## config.mk

```make
export PLATFORM = sky130hd
export DESIGN_NAME = phys_reg_free_list
export DESIGN_NICKNAME = d
export VERILOG_FILES = /design/src/rtl/phys_reg_free_list.sv
export SDC_FILE = /design/constraint.sdc
export NUM_CORES = 1
export LEC_CHECK = 0
export CAP_MARGIN = 5
export CORE_MARGIN = 4
export CORE_UTILIZATION = 55
export CTS_CLUSTER_DIAMETER = 100
export DETAILED_ROUTE_END_ITERATION = 7
export PLACE_DENSITY = 0.72
export SLEW_MARGIN = 0
export SYNTH_ARGS = -nofsm -noshare
export SYNTH_HDL_FRONTEND = slang
export SYNTH_SLANG_ARGS = --single-unit
```

## constraint.sdc

```tcl
create_clock -name clk -period 7.23 [get_ports clk]
set_input_delay 1.446 -clock clk [delete_from_list [all_inputs] [get_ports clk]]
set_output_delay 1.446 -clock clk [all_outputs]
set_load 0.03 [all_outputs]
```

## src/rtl/phys_reg_free_list.sv

```systemverilog
// ============================================================================
// phys_reg_free_list : circular free list of physical registers for rename,
//                      with speculative/committed heads for flush recovery.
// Rev 1.0
// ============================================================================
`default_nettype none

module phys_reg_free_list #(
  parameter int PHYS_REGS     = 64,
  parameter int ARCH_REGS     = 32,
  parameter int ALLOC_WIDTH   = 2,
  parameter int RELEASE_WIDTH = 2,
  localparam int PW    = $clog2(PHYS_REGS),
  localparam int DEPTH = PHYS_REGS - ARCH_REGS,
  localparam int IW    = $clog2(DEPTH),
  localparam int PTRW  = IW + 1,
  localparam int FCW   = $clog2(DEPTH + 1),
  localparam int CCW   = $clog2(ALLOC_WIDTH + 1),
  localparam int RCW   = $clog2(RELEASE_WIDTH + 1)
) (
  input  logic                        clk,
  input  logic                        rst_n,
  input  logic [ALLOC_WIDTH-1:0]      alloc_req,
  output logic                        alloc_gnt,
  output logic [ALLOC_WIDTH*PW-1:0]   alloc_reg,
  input  logic [RELEASE_WIDTH-1:0]    release_valid,
  input  logic [RELEASE_WIDTH*PW-1:0] release_reg,
  input  logic [CCW-1:0]              commit_count,
  input  logic                        flush,
  output logic [FCW-1:0]              free_count,
  output logic                        empty,
  output logic                        err
);

  logic [PW-1:0]   r_entries [DEPTH];
  logic [PTRW-1:0] r_spec_head;
  logic [PTRW-1:0] r_commit_head;
  logic [PTRW-1:0] r_tail;
  logic            r_err;

  logic [CCW-1:0]  w_alloc_n;
  logic [PTRW-1:0] w_aofs;
  logic [PTRW-1:0] w_aidx;
  logic [RCW-1:0]  w_rel_n;
  logic [PTRW-1:0] w_ridx;
  logic [IW-1:0]   w_rel_idx [RELEASE_WIDTH];
  logic            w_rel_bad;
  logic [PTRW-1:0] w_commit_next;
  logic [PTRW-1:0] w_live;
  logic [PTRW-1:0] w_in_flight;
  logic            w_overflow;
  logic            w_commit_bad;

  assign free_count = FCW'(r_tail - r_spec_head);
  assign empty      = (free_count == '0);
  assign err        = r_err;

  always_comb begin
    w_alloc_n = '0;
    for (int i = 0; i < ALLOC_WIDTH; i++) begin
      w_alloc_n = w_alloc_n + CCW'(alloc_req[i]);
    end
  end

  // Gated by rst_n so nothing is granted while reset is held.
  assign alloc_gnt = rst_n & (w_alloc_n != '0) & (free_count >= FCW'(w_alloc_n)) & ~flush;

  // Requesting lanes take consecutive entries from spec_head in lane order.
  always_comb begin
    alloc_reg = '0;
    w_aofs    = '0;
    w_aidx    = '0;
    for (int i = 0; i < ALLOC_WIDTH; i++) begin
      w_aidx = r_spec_head + w_aofs;
      if (alloc_req[i]) begin
        alloc_reg[i*PW +: PW] = r_entries[w_aidx[IW-1:0]];
        w_aofs = w_aofs + PTRW'(1);
      end
    end
  end

  // Valid release lanes are compacted and land at tail, tail+1, ...
  always_comb begin
    w_rel_n   = '0;
    w_rel_bad = 1'b0;
    w_ridx    = '0;
    for (int j = 0; j < RELEASE_WIDTH; j++) begin
      w_ridx       = r_tail + PTRW'(w_rel_n);
      w_rel_idx[j] = w_ridx[IW-1:0];
      if (release_valid[j]) begin
        w_rel_n = w_rel_n + RCW'(1);
        if (release_reg[j*PW +: PW] < PW'(ARCH_REGS)) begin
          w_rel_bad = 1'b1;
        end
      end
    end
  end

  assign w_commit_next = r_commit_head + PTRW'(commit_count);
  assign w_live        = r_tail - r_commit_head;
  assign w_in_flight   = r_spec_head - r_commit_head;
  assign w_overflow    = ({1'b0, w_live} + (PTRW+1)'(w_rel_n)) > (PTRW+1)'(DEPTH);
  assign w_commit_bad  = PTRW'(commit_count) > w_in_flight;

  always_ff @(posedge clk or negedge rst_n) begin
    if (!rst_n) begin
      for (int i = 0; i < DEPTH; i++) begin
        r_entries[i] <= PW'(ARCH_REGS + i);
      end
      r_spec_head   <= '0;
      r_commit_head <= '0;
      r_tail        <= PTRW'(DEPTH);
      r_err         <= 1'b0;
    end else begin
      for (int j = 0; j < RELEASE_WIDTH; j++) begin
        if (release_valid[j]) begin
          r_entries[w_rel_idx[j]] <= release_reg[j*PW +: PW];
        end
      end
      r_tail        <= r_tail + PTRW'(w_rel_n);
      r_commit_head <= w_commit_next;
      // Flush rewinds to the committed head including this cycle's commits.
      if (flush) begin
        r_spec_head <= w_commit_next;
      end else if (alloc_gnt) begin
        r_spec_head <= r_spec_head + PTRW'(w_alloc_n);
      end
      if (w_overflow || w_commit_bad || w_rel_bad) begin
        r_err <= 1'b1;
      end
    end
  end

endmodule

`default_nettype wire
```

==> results of run 1 <==
-- layout make-up --
type                       instances  area, µm²
multi-input combinational       1022       8400
inverter                          36        135
clock inverter                     8        146
clock buffer                      37        751
sequential                       211       5430
tap                              330        413
timing repair buffer              60        532
fill                            2016       9670
-- state kept, by name, indices dropped and copies added, names as in the netlist --
signal	flops
r_entries	192
r_commit_head	6
r_spec_head	6
r_tail	6
err	1
-- worst paths after layout --
| check | to | slack [ns] | depth (start not counted) |
|---|---|---|---|
| setup / recovery | alloc_reg[9] | 0.77 | 9 |
| hold / removal | r_commit_head[3] | 0.50 | 1 |
| setup reg to reg | r_spec_head[0] | 3.65 | 9 |
| hold reg to reg | r_commit_head[3] | 0.50 | 1 |
| max in group asynchronous | r_spec_head[0] | 4.88 | 2 |
| min in group asynchronous | r_commit_head[1] | 0.86 | 1 |
-- synth_stat cells (3+ instances only) --
cell type,number,share of area (%)
nand2_1,192,5.0
buf_2,9,0.31
a21oi_1,91,3.2
nor3_1,8,0.28
a21o_1,5,0.26
o21ai_0,147,5.1
mux2i_1,183,13
nand3_1,12,0.42
o211ai_1,4,0.21
mux4_2,120,19
dfstp_2,113,21
nor3b_1,3,0.16
dfrtp_1,98,17
xnor2_1,17,1.0
and2_1,5,0.22
buf_1,8,0.21
ha_1,34,3.0
nand4_1,3,0.13
nor2b_1,7,0.30
a211oi_1,3,0.16
inv_1,33,0.86
clkinv_1,3,0.078
clkbuf_1,90,2.4
or2_2,4,0.17
nor2_1,128,3.3
nand2b_1,12,0.52
fa_1,7,0.98
xor2_1,9,0.55
-- placed cells by master, fill, tap and decap left out, types with 5 or more instances in the layout --
master / count
buf_2: 5
inv_1: 33
dfstp_2: 113
nand2_1: 192
a21oi_1: 91
o21ai_0: 147
xnor2_1: 16
nor3_1: 8
buf_4: 19
mux2i_1: 183
nor2_1: 128
clkdlybuf4s50_1: 35
nor2b_1: 7
a21o_1: 5
fa_1: 7
and2_1: 5
mux4_2: 120
nand3_1: 12
ha_1: 32
dfrtp_1: 96
clkbuf_16: 25
clkbuf_8: 9
nand2b_1: 12
xor2_1: 9
-- cell families (layout without fill, tap and decap cells) --
logic type	after synthesis	count (layout)	synth area share, %
mux	306	306	31.8
simple gates	383	383	11.1
buf+inv	145	141	3.93
xor+xnor	27	27	1.70
fa+ha+maj	41	41	3.94
compound gates	265	265	9.78
flops	211	211	37.7
-- stage by stage --
| stage | utilization [%] | worst slack (ns) | std cells | power [mW] |
|---|---|---|---|---|
| after floorplan | - | 2.07 | 1378 | 5.71 |
| after global placement | 58.5 | 0.868 | 1659 | 7.04 |
| after detailed placement | 58.5 | 0.811 | 1659 | 7.14 |
| after CTS | 62.0 | 0.803 | 1704 | 8.53 |
| after global routing | 62.0 | 0.674 | 1704 | 9.04 |
| final | 62.0 | 0.774 | 1704 | 8.61 |
-- power by group through the flow --
stage                     clock, mW  combinational (mW)  sequential, mW
after global routing           1.43                4.89            2.72
after global placement            0                4.37            2.67
after detailed placement          0                4.50            2.65
after floorplan                   0                3.47            2.24
final                          1.37                4.54            2.70
after CTS                      1.37                4.51            2.64
-- layer usage --
| layer | GRT usage, % | share of wire [%] | up-vias | routed length [µm] |
|---|---|---|---|---|
| li1 | - | - | 4923 | - |
| met1 | 44.6 | 40 | 5641 | 18200 |
| met2 | 46.5 | 43 | 705 | 19800 |
| met3 | 10.0 | 13 | 120 | 5690 |
| met4 | 10.5 | 3.9 | 2 | 1750 |
| met5 | 0 | 0.029 | - | 13 |
-- critical path: cells and delay by family --
| family | cells | cell delay (ns) |
|---|---|---|
| adders and majority gates | 2 | 0.96 |
| and+or+nand+nor | 1 | 0.08 |
| buffers and inverters | 3 | 1.42 |
| muxes | 3 | 1.09 |
==> results.cfg, run 1 <==
[outcome]
status = completed

[setup_path]
cp-start-kind = input pin
crit_path_start = alloc_req[0]
worstPathCellList = clkdlybuf4s50_1 > ha_4 > ha_2 > buf_4 > mux4_2 > mux4_2 > mux2i_1 > nor2_1 > clkdlybuf4s50_1
crit_arrival_ns = 5.01
timing.rr.start = r_spec_head[4]
cp.required_ns = 5.78
critPathCaptureType = output pin
critPathMaxStageDelay_ns = 0.72
critPathKind = in -> out
slowest_stage = ha_2
cp_max_fo = 24

[cts]
cts.clk_slew.worst_paths_ns = 0.06
root_buffer = clkbuf_16
numCtsBuffers = 25
cts_setup_buffers = 0
cts_tree = built
ctsHoldBuffers = 0
cts_resized = 0
clk_latency_ns = 0.53
clockBufferDepth = 3
clkSinkCount = 211
htree_levels = 1

[logic_synthesis]
synthArstFlopShare_pct = 100
synth_edf_count = 0
synth-seq-cells = 211
postSynthCellCount = 1378
syn-num-nets = 1440
synthDistinctLibCells = 52
yosysSeqAreaShare_pct = 37.7
yosys_warnings = 0
synth_ff_type = dfstp_2
avgSynthCellArea_um2 = 10.4
netlist_area_um2 = 14400

[timing]
max_freq_mhz = 155
timing.final.crit_share_pct = 89.3
slew_viol_final = 0
fin_crit_ns = 6.46
finalSetupTns_ns = 0
holdWs_ns = 0.505
tightest_slew_ns = 1.10
slew_headroom_pct = 26.5
rsz0062_at_grt = false
skew_ns = 0.0108
hold_viol = 0
setup_violations = 0

[grt]
gr-usage-all-layers_pct = 31.5
grt_pass1_wl_mm = 68.5
grt_pass1_vias = 10900
grt_overflow = 0
grt_antenna_before_repair = 1
grt_max_degree = 85

[place]
gp_routability_congestion = 0.933
placed_area_um2 = 14900
dpl.hpwl_mm = 30.7
io_buffers = 41

[finish]
syn_to_final_growth_pct = 10.0
fin_area_um2 = 15800
diodes = 0
fin_nets = 1418
drive_above_1_share_pct = 22.9

[floorplan]
rows = 58
io_pins = 42
coreArea_um2 = 25500
die_y_um = 170
die_width_um = 170
dieArea_um2 = 28800
start_util_pct = 56.4

[pwr]
comb_power_share_pct = 52.7
vdd_drop_max_mv = 0.517
leakage_nw = 6.33
pwr-share-clk_pct = 15.9
switchingPower_mw = 3.56
seq_power_share_pct = 31.4
swShare_pct = 41.3
p_per_area_nw_per_um2 = 545
p_int_mw = 5.05

[drt]
avgViaCountPerCell = 6.68
vias = 11400
drc = 0
drt_pass1_iterations = 5
wl_mm = 45.4
wire_per_inst_um = 26.7
drt_iter0_drc = 1081
ant_nets = 0

[job]
cap_violations = 0

[hold_path]
hold_path.class = reg -> reg
hold_path_startpoint = r_commit_head[3]
No activity file was read; power rests on OpenSTA's default activity.
==> inputs of run 2 (changes only) <==
--- a/config.mk
+++ b/config.mk
@@ -8,6 +8,7 @@
 export CAP_MARGIN = 5
 export CORE_MARGIN = 4
 export CORE_UTILIZATION = 55
+export CTS_BUF_LIST = sky130_fd_sc_hd__clkbuf_8 sky130_fd_sc_hd__clkbuf_16
 export CTS_CLUSTER_DIAMETER = 100
 export DETAILED_ROUTE_END_ITERATION = 7
 export PLACE_DENSITY = 0.72
==> run 2 against run 1 <==
Effect of this change:
- sequential share of layout area stayed put
- count of clock-buffer cells in the layout down 4
- highest routed layer unchanged
- sequential power is essentially flat
- largest power group unchanged
==> results.cfg, run 2 (synthesis gave the netlist of run 1 again) <==
[setup_path]
critPathBufInv = 3
worstPathCellList = clkdlybuf4s50_1 > ha_4 > ha_2 > buf_4 > mux4_2 > mux4_2 > mux2i_1 > nor2_1 > clkdlybuf4s50_1
critPathCaptureType = output pin
cp-start-kind = input pin
slowest_stage = ha_2
critPathMaxStageDelay_ns = 0.72
timing.rr.start = r_spec_head[4]
cp.required_ns = 5.78
critPathTopFamily = buffers and inverters
crit_arrival_ns = 5.04
crit_path_start = alloc_req[0]
critPathKind = in -> out
cp_max_fo = 24

[timing]
hold_viol = 0
timing.final.crit_share_pct = 89.7
finalSetupTns_ns = 0
setup_violations = 0
rsz0062_at_grt = false
slew_headroom_pct = 26.2
tightest_slew_ns = 1.10
skew_ns = 0.0140
fin_crit_ns = 6.49
max_freq_mhz = 154
slew_viol_final = 0

[hold_path]
hold_path.class = reg -> reg
hold_path_startpoint = r_commit_head[3]

[floorplan]
start_util_pct = 56.4
rows = 58
dieArea_um2 = 28800
io_pins = 42
die_y_um = 170
coreArea_um2 = 25500
die_width_um = 170

[finish]
largest_register = r_entries
utilization_pct = 62.0
final_cell_mix = nand2_1 (192), mux2i_1 (183), o21ai_0 (147)
largest_register_ff_count = 192
regArea_um2 = 5430
fin_nets = 1418
syn_to_final_growth_pct = 10.0
multi_input_area_um2 = 8400
drive_above_1_share_pct = 22.9
n_fill_cell = 2016
diodes = 0
final_common_cell = nand2_1

[grt]
grt_overflow = 0
gr-usage-all-layers_pct = 31.5
grt_pass1_wl_mm = 68.5
grt_pass1_vias = 10900
grt_antenna_before_repair = 1
grt_max_degree = 85

[drt]
drc = 0
avgViaCountPerCell = 6.71
ant_nets = 0
vias = 11400
wl_mm = 45.4
drt_iter0_drc = 1087
wire_per_inst_um = 26.7
drt_pass1_iterations = 5

[pwr]
swShare_pct = 41.4
comb_power_share_pct = 52.7
seq_power_share_pct = 31.4
vdd_drop_max_mv = 0.517
switchingPower_mw = 3.57
pwr-share-clk_pct = 15.9
p_per_area_nw_per_um2 = 545
leakage_nw = 6.35
p_int_mw = 5.05

[cts]
cts_tree = built
clockBufferDepth = 3
root_buffer = clkbuf_16
ctsHoldBuffers = 0
htree_levels = 1
clkSinkCount = 211
cts_resized = 0
cts.clk_slew.worst_paths_ns = 0.06
cts_setup_buffers = 0
numCtsBuffers = 25
clk_latency_ns = 0.53

[job]
cap_violations = 0

[place]
dpl.hpwl_mm = 30.7
io_buffers = 41
gp_routability_congestion = 0.933

[outcome]
status = completed
run 2: cell count changes in the layout (fill, tap and decap cells not counted):
cell,delta
clkbuf_1,-4
inv_1,+4
run 2: worst reg2reg max path: stages (launching register included):
cell and delay, ns:
dfrtp_1 0.62, clkinv_1 0.43, ha_1 0.52, a21o_1 0.20, and2_1 0.14, a311o_1 0.37
nor4_4 0.47, a21oi_2 0.15, mux2_1 0.32, mux2_2 0.26
run 2: worst paths after layout:
kind	endpoint	depth (start not counted)	slack (ns)
worst max-delay path	alloc_reg[9]	9	0.74
worst min-delay path	r_commit_head[3]	1	0.51
worst max register to register	r_spec_head[0]	9	3.64
worst min register to register	r_commit_head[3]	1	0.51
max in group asynchronous	r_spec_head[0]	2	4.87
min in group asynchronous	r_commit_head[1]	1	0.86
run 2: per-stage QoR:
step | std cells | cell area, µm² | total power [mW] | hold slack, ns | setup slack (ns)
CTS | 1704 | 15800 | 8.53 | 0.508 | 0.803
finish | 1704 | 15800 | 8.61 | 0.505 | 0.743
detailed placement | 1659 | 14900 | 7.14 | 0.499 | 0.811
global placement | 1659 | 14900 | 7.04 | 0.489 | 0.868
global route | 1704 | 15800 | 9.04 | 0.540 | 0.674
floorplan | 1378 | 14400 | 5.71 | 0.465 | 2.07
run 2: layout make-up:
type                            count  area share, %
Timing Repair Buffer               60           3.36
Tap cell                          330           2.61
Clock inverter                     12           1.02
Inverter                           36          0.855
Clock buffer                       33           4.66
Multi-Input combinational cell   1022           53.2
Sequential cell                   211           34.3
run 2: power groups by stage:
stage               clock (mW)  sequential (mW)  combinational, mW
finish                    1.37             2.71               4.54
global route              1.43             2.72               4.89
CTS                       1.37             2.64               4.51
detailed placement           0             2.65               4.50
global placement             0             2.67               4.37
floorplan                    0             2.24               3.47
run 2: routing by layer:
| layer | share of wire (%) | GRT usage (%) | routed length [µm] |
|---|---|---|---|
| met2 | 43 | 46.5 | 19700 |
| met1 | 40 | 44.6 | 18300 |
| met4 | 3.7 | 10.5 | 1700 |
| met5 | 0.029 | 0 | 13 |
| met3 | 12 | 10.0 | 5660 |
